===== src/rtl/inst_mem_pkg.sv =====
// Shared types and constants for the instruction memory responder.
package inst_mem_pkg;
  localparam int WORD_W = 16;
  localparam logic [WORD_W-1:0] ERR_DATA_DEFAULT = 16'h0000;

  typedef enum logic [1:0] {
    IDLE    = 2'd0,
    LOAD_HI = 2'd1,
    LOAD_LO = 2'd2
  } load_state_e;
endpackage


===== src/rtl/inst_mem_responder_if.sv =====
// Fetch and program-load bundle between a fetch stage/loader (master) and the responder (slave).
interface inst_mem_responder_if #(
  parameter int ADDR_W = 8
);
  import inst_mem_pkg::*;

  logic              fetch_req;
  logic [15:0]       fetch_addr;
  logic              fetch_ready;
  logic              fetch_valid;
  logic [WORD_W-1:0] fetch_data;
  logic              fetch_err;
  logic              load_start;
  logic [ADDR_W-1:0] load_base;
  logic              load_byte_valid;
  logic [7:0]        load_byte;
  logic              load_last;
  logic              load_busy;
  logic              load_done;

  modport master (
    output fetch_req, fetch_addr, load_start, load_base, load_byte_valid, load_byte, load_last,
    input  fetch_ready, fetch_valid, fetch_data, fetch_err, load_busy, load_done
  );

  modport slave (
    input  fetch_req, fetch_addr, load_start, load_base, load_byte_valid, load_byte, load_last,
    output fetch_ready, fetch_valid, fetch_data, fetch_err, load_busy, load_done
  );
endinterface


===== src/rtl/inst_mem_array.sv =====
// Instruction storage: one synchronous write port, one registered read port, no reset.
// The read register only updates when re_i is high, so it holds the last word read.
module inst_mem_array
  import inst_mem_pkg::*;
#(
  parameter int ADDR_W = 8
) (
  input  logic              clk,
  input  logic              we_i,
  input  logic [ADDR_W-1:0] waddr_i,
  input  logic [WORD_W-1:0] wdata_i,
  input  logic              re_i,
  input  logic [ADDR_W-1:0] raddr_i,
  output logic [WORD_W-1:0] rdata_o
);
  localparam int DEPTH = 2 ** ADDR_W;

  // Power-up contents are zero; reset deliberately leaves the array alone.
  logic [WORD_W-1:0] mem_q [DEPTH] = '{default: '0};
  logic [WORD_W-1:0] rdata_q = '0;

  always_ff @(posedge clk) begin
    if (we_i) mem_q[waddr_i] <= wdata_i;
    if (re_i) rdata_q <= mem_q[raddr_i];
  end

  assign rdata_o = rdata_q;
endmodule


===== src/rtl/inst_mem_responder.sv =====
// Instruction memory with a one-cycle fetch port and a byte-serial program loader.
// Fetches are refused (fetch_ready low) for the whole duration of a load.
module inst_mem_responder
  import inst_mem_pkg::*;
#(
  parameter int              ADDR_W   = 8,
  parameter logic [WORD_W-1:0] ERR_DATA = ERR_DATA_DEFAULT
) (
  input  logic                 clk,
  input  logic                 rst_n,
  inst_mem_responder_if.slave  bus
);
  load_state_e       state_q, state_d;
  logic [ADDR_W-1:0] ptr_q, ptr_d;
  logic [7:0]        hi_q, hi_d;
  logic              done_q, done_d;
  logic              valid_q, err_q, have_q;
  logic              fetch_acc, addr_oob, mem_we;
  logic [WORD_W-1:0] rdata;

  assign fetch_acc = bus.fetch_req && (state_q == IDLE);
  assign addr_oob  = |bus.fetch_addr[15:ADDR_W];
  assign mem_we    = (state_q == LOAD_LO) && bus.load_byte_valid;

  always_comb begin
    state_d = state_q;
    ptr_d   = ptr_q;
    hi_d    = hi_q;
    done_d  = 1'b0;
    case (state_q)
      IDLE: begin
        if (bus.load_start) begin
          state_d = LOAD_HI;
          ptr_d   = bus.load_base;
        end
      end
      LOAD_HI: begin
        if (bus.load_byte_valid) begin
          hi_d    = bus.load_byte;
          state_d = LOAD_LO;
        end
      end
      LOAD_LO: begin
        if (bus.load_byte_valid) begin
          ptr_d = ptr_q + 1'b1;
          if (bus.load_last) begin
            state_d = IDLE;
            done_d  = 1'b1;
          end else begin
            state_d = LOAD_HI;
          end
        end
      end
      default: state_d = IDLE;
    endcase
  end

  always_ff @(posedge clk or negedge rst_n) begin
    if (!rst_n) begin
      state_q <= IDLE;
      ptr_q   <= '0;
      hi_q    <= '0;
      done_q  <= 1'b0;
      valid_q <= 1'b0;
      err_q   <= 1'b0;
      have_q  <= 1'b0;
    end else begin
      state_q <= state_d;
      ptr_q   <= ptr_d;
      hi_q    <= hi_d;
      done_q  <= done_d;
      valid_q <= fetch_acc;
      if (fetch_acc) begin
        err_q  <= addr_oob;
        have_q <= 1'b1;
      end
    end
  end

  inst_mem_array #(.ADDR_W(ADDR_W)) u_array (
    .clk     (clk),
    .we_i    (mem_we),
    .waddr_i (ptr_q),
    .wdata_i ({hi_q, bus.load_byte}),
    .re_i    (fetch_acc),
    .raddr_i (bus.fetch_addr[ADDR_W-1:0]),
    .rdata_o (rdata)
  );

  // err_q and the array read register only move on an accepted fetch, so the
  // data output naturally holds between responses; have_q forces zero after reset.
  assign bus.fetch_ready = (state_q == IDLE);
  assign bus.load_busy   = (state_q != IDLE);
  assign bus.load_done   = done_q;
  assign bus.fetch_valid = valid_q;
  assign bus.fetch_err   = valid_q && err_q;
  assign bus.fetch_data  = !have_q ? '0 : (err_q ? ERR_DATA : rdata);
endmodule


===== src/flat_wrapper.sv =====
// flat-port wrapper written by rule: the top's interface ports become plain ports
module inst_mem_responder_flat import inst_mem_pkg::*;
#(
  parameter int              ADDR_W   = 8,
  parameter logic [WORD_W-1:0] ERR_DATA = ERR_DATA_DEFAULT
)
  (clk, rst_n, bus_fetch_req, bus_fetch_addr, bus_load_start, bus_load_base, bus_load_byte_valid, bus_load_byte, bus_load_last, bus_fetch_ready, bus_fetch_valid, bus_fetch_data, bus_fetch_err, bus_load_busy, bus_load_done);
  inst_mem_responder_if #(.ADDR_W(ADDR_W)) bus_i ();
  input  logic clk;
  input  logic rst_n;
  input wire logic [$bits(bus_i.fetch_req)-1:0] bus_fetch_req;
  input wire logic [$bits(bus_i.fetch_addr)-1:0] bus_fetch_addr;
  input wire logic [$bits(bus_i.load_start)-1:0] bus_load_start;
  input wire logic [$bits(bus_i.load_base)-1:0] bus_load_base;
  input wire logic [$bits(bus_i.load_byte_valid)-1:0] bus_load_byte_valid;
  input wire logic [$bits(bus_i.load_byte)-1:0] bus_load_byte;
  input wire logic [$bits(bus_i.load_last)-1:0] bus_load_last;
  output wire logic [$bits(bus_i.fetch_ready)-1:0] bus_fetch_ready;
  output wire logic [$bits(bus_i.fetch_valid)-1:0] bus_fetch_valid;
  output wire logic [$bits(bus_i.fetch_data)-1:0] bus_fetch_data;
  output wire logic [$bits(bus_i.fetch_err)-1:0] bus_fetch_err;
  output wire logic [$bits(bus_i.load_busy)-1:0] bus_load_busy;
  output wire logic [$bits(bus_i.load_done)-1:0] bus_load_done;
  assign bus_i.fetch_req = bus_fetch_req;
  assign bus_i.fetch_addr = bus_fetch_addr;
  assign bus_i.load_start = bus_load_start;
  assign bus_i.load_base = bus_load_base;
  assign bus_i.load_byte_valid = bus_load_byte_valid;
  assign bus_i.load_byte = bus_load_byte;
  assign bus_i.load_last = bus_load_last;
  assign bus_fetch_ready = bus_i.fetch_ready;
  assign bus_fetch_valid = bus_i.fetch_valid;
  assign bus_fetch_data = bus_i.fetch_data;
  assign bus_fetch_err = bus_i.fetch_err;
  assign bus_load_busy = bus_i.load_busy;
  assign bus_load_done = bus_i.load_done;
  inst_mem_responder #(.ADDR_W(ADDR_W), .ERR_DATA(ERR_DATA)) u_core (.clk(clk), .rst_n(rst_n), .bus(bus_i));
endmodule

===== config.mk =====
export PLATFORM = sky130hd
export DESIGN_NAME = inst_mem_responder_flat
export DESIGN_NICKNAME = d
export VERILOG_FILES = /design/src/rtl/inst_mem_pkg.sv /design/src/rtl/inst_mem_responder_if.sv /design/src/rtl/inst_mem_array.sv /design/src/rtl/inst_mem_responder.sv /design/src/flat_wrapper.sv
export SDC_FILE = /design/constraint.sdc
export NUM_CORES = 2
export LEC_CHECK = 0
export BUFFER_PORTS_ARGS = -buffer_cell sky130_fd_sc_hd__buf_4
export CORE_ASPECT_RATIO = 1.2
export CORE_MARGIN = 10
export CORE_UTILIZATION = 28
export CTS_CLUSTER_DIAMETER = 40
export DETAILED_ROUTE_END_ITERATION = 16
export SLEW_MARGIN = 20
export SYNTH_ARGS = -nofsm -noshare
export SYNTH_HDL_FRONTEND = slang
export SYNTH_HIERARCHICAL = 1
export SYNTH_SLANG_ARGS = --single-unit

===== constraint.sdc =====
create_clock -name clk -period 8.25 [get_ports clk]
set_input_delay 0.825 -clock clk [delete_from_list [all_inputs] [get_ports clk]]
set_output_delay 0.825 -clock clk [all_outputs]
set_load 0.005 [all_outputs]

==> metrics.md <==
| Metric | Value |
|---|---|
| Status | completed |
| Pre-CTS worst setup slack | 2.91 ns |
| Critical path class | in -> reg |
| Area added between synthesis and finish | 18.0% |
| Die W | 710 um |
| Skew-Pair Late Insertion Delay | 1.03 ns |
| Total global routing overflow | 0 |
| Placed cell area | 0.171 sq mm |
| Pwr Density | 277 mW/mm^2 |
| Post-synth EDFFs | 4,112 |
| Nets | 8,044 |
| Post-CTS Resized | 0 |
| Min-delay worst type | in -> reg |
| Synth area leaders | edfxtp_1 77%, mux4_2 11%, mux2i_1 3.5% |
| Synth top area share | 77.2% |
| Leading area contributor after synthesis | edfxtp_1 |
| Share of layout cells above drive strength 1 | 27.0% |
| First-pass GRT wire length | 616,000 um |
| RSZ-0062 raised after global routing | false |
| CTS Buffer Depth | 4 |
| Routed vias/inst | 5.06 |
| Placeable Area | 0.571 sq mm |
| Slew @ Worst Pin | 1.30 ns |
| Initial antenna violation count | 21 |
| CTS tree | built |
| Setup WS post-layout | 3.81 ns |
| Detailed Route WL | 437,000 um |
| Sink Count | 4,134 |
| Post-route ant nets | 0 |
| Initial Util | 28.0% |
| Via count | 80,700 |
| DRC | 0 |
| Synth top cells by count | 4,112 x edfxtp_1, 797 x mux4_2, 567 x mux2i_1, 314 x nor2_1, 252 x o221ai_1 |
| Pins over their slew limit | 0 |
| RePlAce Congestion | 0.879 |
| P_leak | 59.1 nW |
| Most used DFF post-synth | edfxtp_1 |
| Pre-antenna DRT Iters | 9 |
| Final min period | 4.44 ns |
| Fmax | 225 MHz |
| CTS buffer count | 528 |
| Crit end category | flip-flop |
| Final hold viol count | 0 |
| # hold bufs at CTS | 3 |
| Fin cells | 16,000 |
| YS warnings | 6 |
| IO Pins | 59 |
| Clock Skews | 0.0506 ns |
| Tcrit/Tclk final | 53.8% |
| Die area | 0.602 sq mm |
| Synth cell types | 60 |
| Placed Instances | 15,000 |
| Final setup viols | 0 |
| Final Instance Area | 0.189 sq mm |
| Mapped Cells | 7,477 |
| Post-Syn Area per Cell | 21.4 sq um |
| Row count | 304 |
| Setup TNS | 0 ns |
| Clk Tree Root Cell | clkbuf_16 |
| Global Route Usage Sum | 14.0% |
| Max_cap viols | 0 |
| # Post-CTS Setup Buffers | 0 |
| Nature of the critical path startpoint | primary input |
| DR iter-0 viols | 9,605 |
| Number of synthesized register bits | 4,134 |
| Post-synth net total | 7,516 |
| Register area share after synthesis | 77.5% |
| Die Ht | 848 um |
| Worst-path clk slew | 0.06 ns |
| H-Tree Depth | 6 |
| Mapped Area | 0.160 sq mm |
| Vias in the first global route | 81,500 |
| Slew Limit Headroom | 12.9% |
| Max rail drop VDD | 0.287 mV |
| Worst Path Required | 8.96 ns |
| Max FO, Critical Path | 118 |
| HPWL after DPL | 257,000 um |
| Ys async rst share | 0.532% |
| Wire length per cell | 27.4 um |
| I/O Buffers | 58 |
| Worst reg-to-reg path cell count | 7 |
| Arr. time, crit path | 5.15 ns |
| Power Total | 52.3 mW |
| Hold depth | 3 |
| Largest net degree at the start of global routing | 186 |
| Top-count cell post-synth | edfxtp_1 |
-- layout by cell type (no fill, tap or decap), drive strengths merged, types with 28 or more instances in the layout --
cell type	count
mux4	797
o221ai	253
inv	67
nor3	93
a22oi	43
a22o	32
bufinv	57
edfxtp	4112
o21ai	43
buf	449
clkinv	182
mux2	96
clkinvlp	50
nand2	46
clkbuf	613
nor2	315
o22ai	151
nand3	38
mux2i	567
a221oi	28
a21oi	182
-- sequential cells by signal, indices dropped and copies added (netlist names) --
register	flops
u_core/bus.fetch_valid	1
u_core/u_array/rdata_o	16
u_core/state_q	2
u_core/hi_q	8
u_core/have_q	1
u_core/u_array/mem_q	4096
u_core/bus.load_done	1
u_core/err_q	1
u_core/ptr_q	8
-- kinds of logic after synthesis --
kind of cell,count (synthesis),synth area share (%)
buf+inv,463,1.70
fa+ha+maj,1,0.00782
simple gates,610,1.75
flops,4134,77.5
compound gates,809,3.60
mux,1460,15.4
-- stage by stage --
step,utilization [%],hold slack (ns)
2_1_floorplan,-,0.431
3_3_place_gp,29.9,0.458
3_5_place_dp,29.9,0.464
4_1_cts,33.1,0.00957
5_1_grt,33.1,0.0773
6_report,33.1,0.0955
-- path summary, 6_finish.rpt --
path / startpoint / end / slack (ns)
max: bus_fetch_addr[1] / u_core/u_array/rdata_o[6]$_DFFE_PP_ / 3.81
max reg2reg: u_core/state_q[0]$_DFFE_PN0P_ / u_core/u_array/mem_q[230][4]$_DFFE_PP_ / 4.13
min: bus_load_base[1] / u_core/ptr_q[1]$_DFFE_PN0P_ / 0.1
min in group asynchronous: rst_n / u_core/state_q[0]$_DFFE_PN0P_ / 0.22
min reg2reg: u_core/have_q$_DFFE_PN0P_ / u_core/have_q$_DFFE_PN0P_ / 0.48
max in group asynchronous: rst_n / u_core/hi_q[1]$_DFFE_PN0P_ / 7.73
-- where the power goes --
group,total [mW],internal [mW],switching (mW)
Clock,23.0,13.9,9.07
Combinational,3.91,0.916,3.00
Sequential,25.3,24.8,0.517
-- layout make-up --
type,count,area (sq um)
Clock inverter,348,4050
Sequential cell,4134,124000
Fill cell,53100,382000
Inverter,8,42.5
Clock buffer,612,13700
Multi-Input combinational cell,2880,33600
Tap cell,7497,9380
Timing Repair Buffer,453,3870
Antenna cell,18,45.0
-- routing by layer --
layer,track usage (%),vias up,wire length (um)
met2,23.2,3732,213000
met3,2.35,797,33200
li1,-,32900,-
met5,0,-,34
met4,6.41,4,22200
met1,17.9,43200,168000
-- worst max-delay path, stage by stage --
cell	delay, ns
buf_8	0.36
buf_4	0.66
buf_12	0.58
mux4_2	0.42
mux4_2	0.55
a22o_1	0.26
o32ai_1	0.98
nor4_1	0.22
Note: power is estimated with default switching activity, not from simulation.
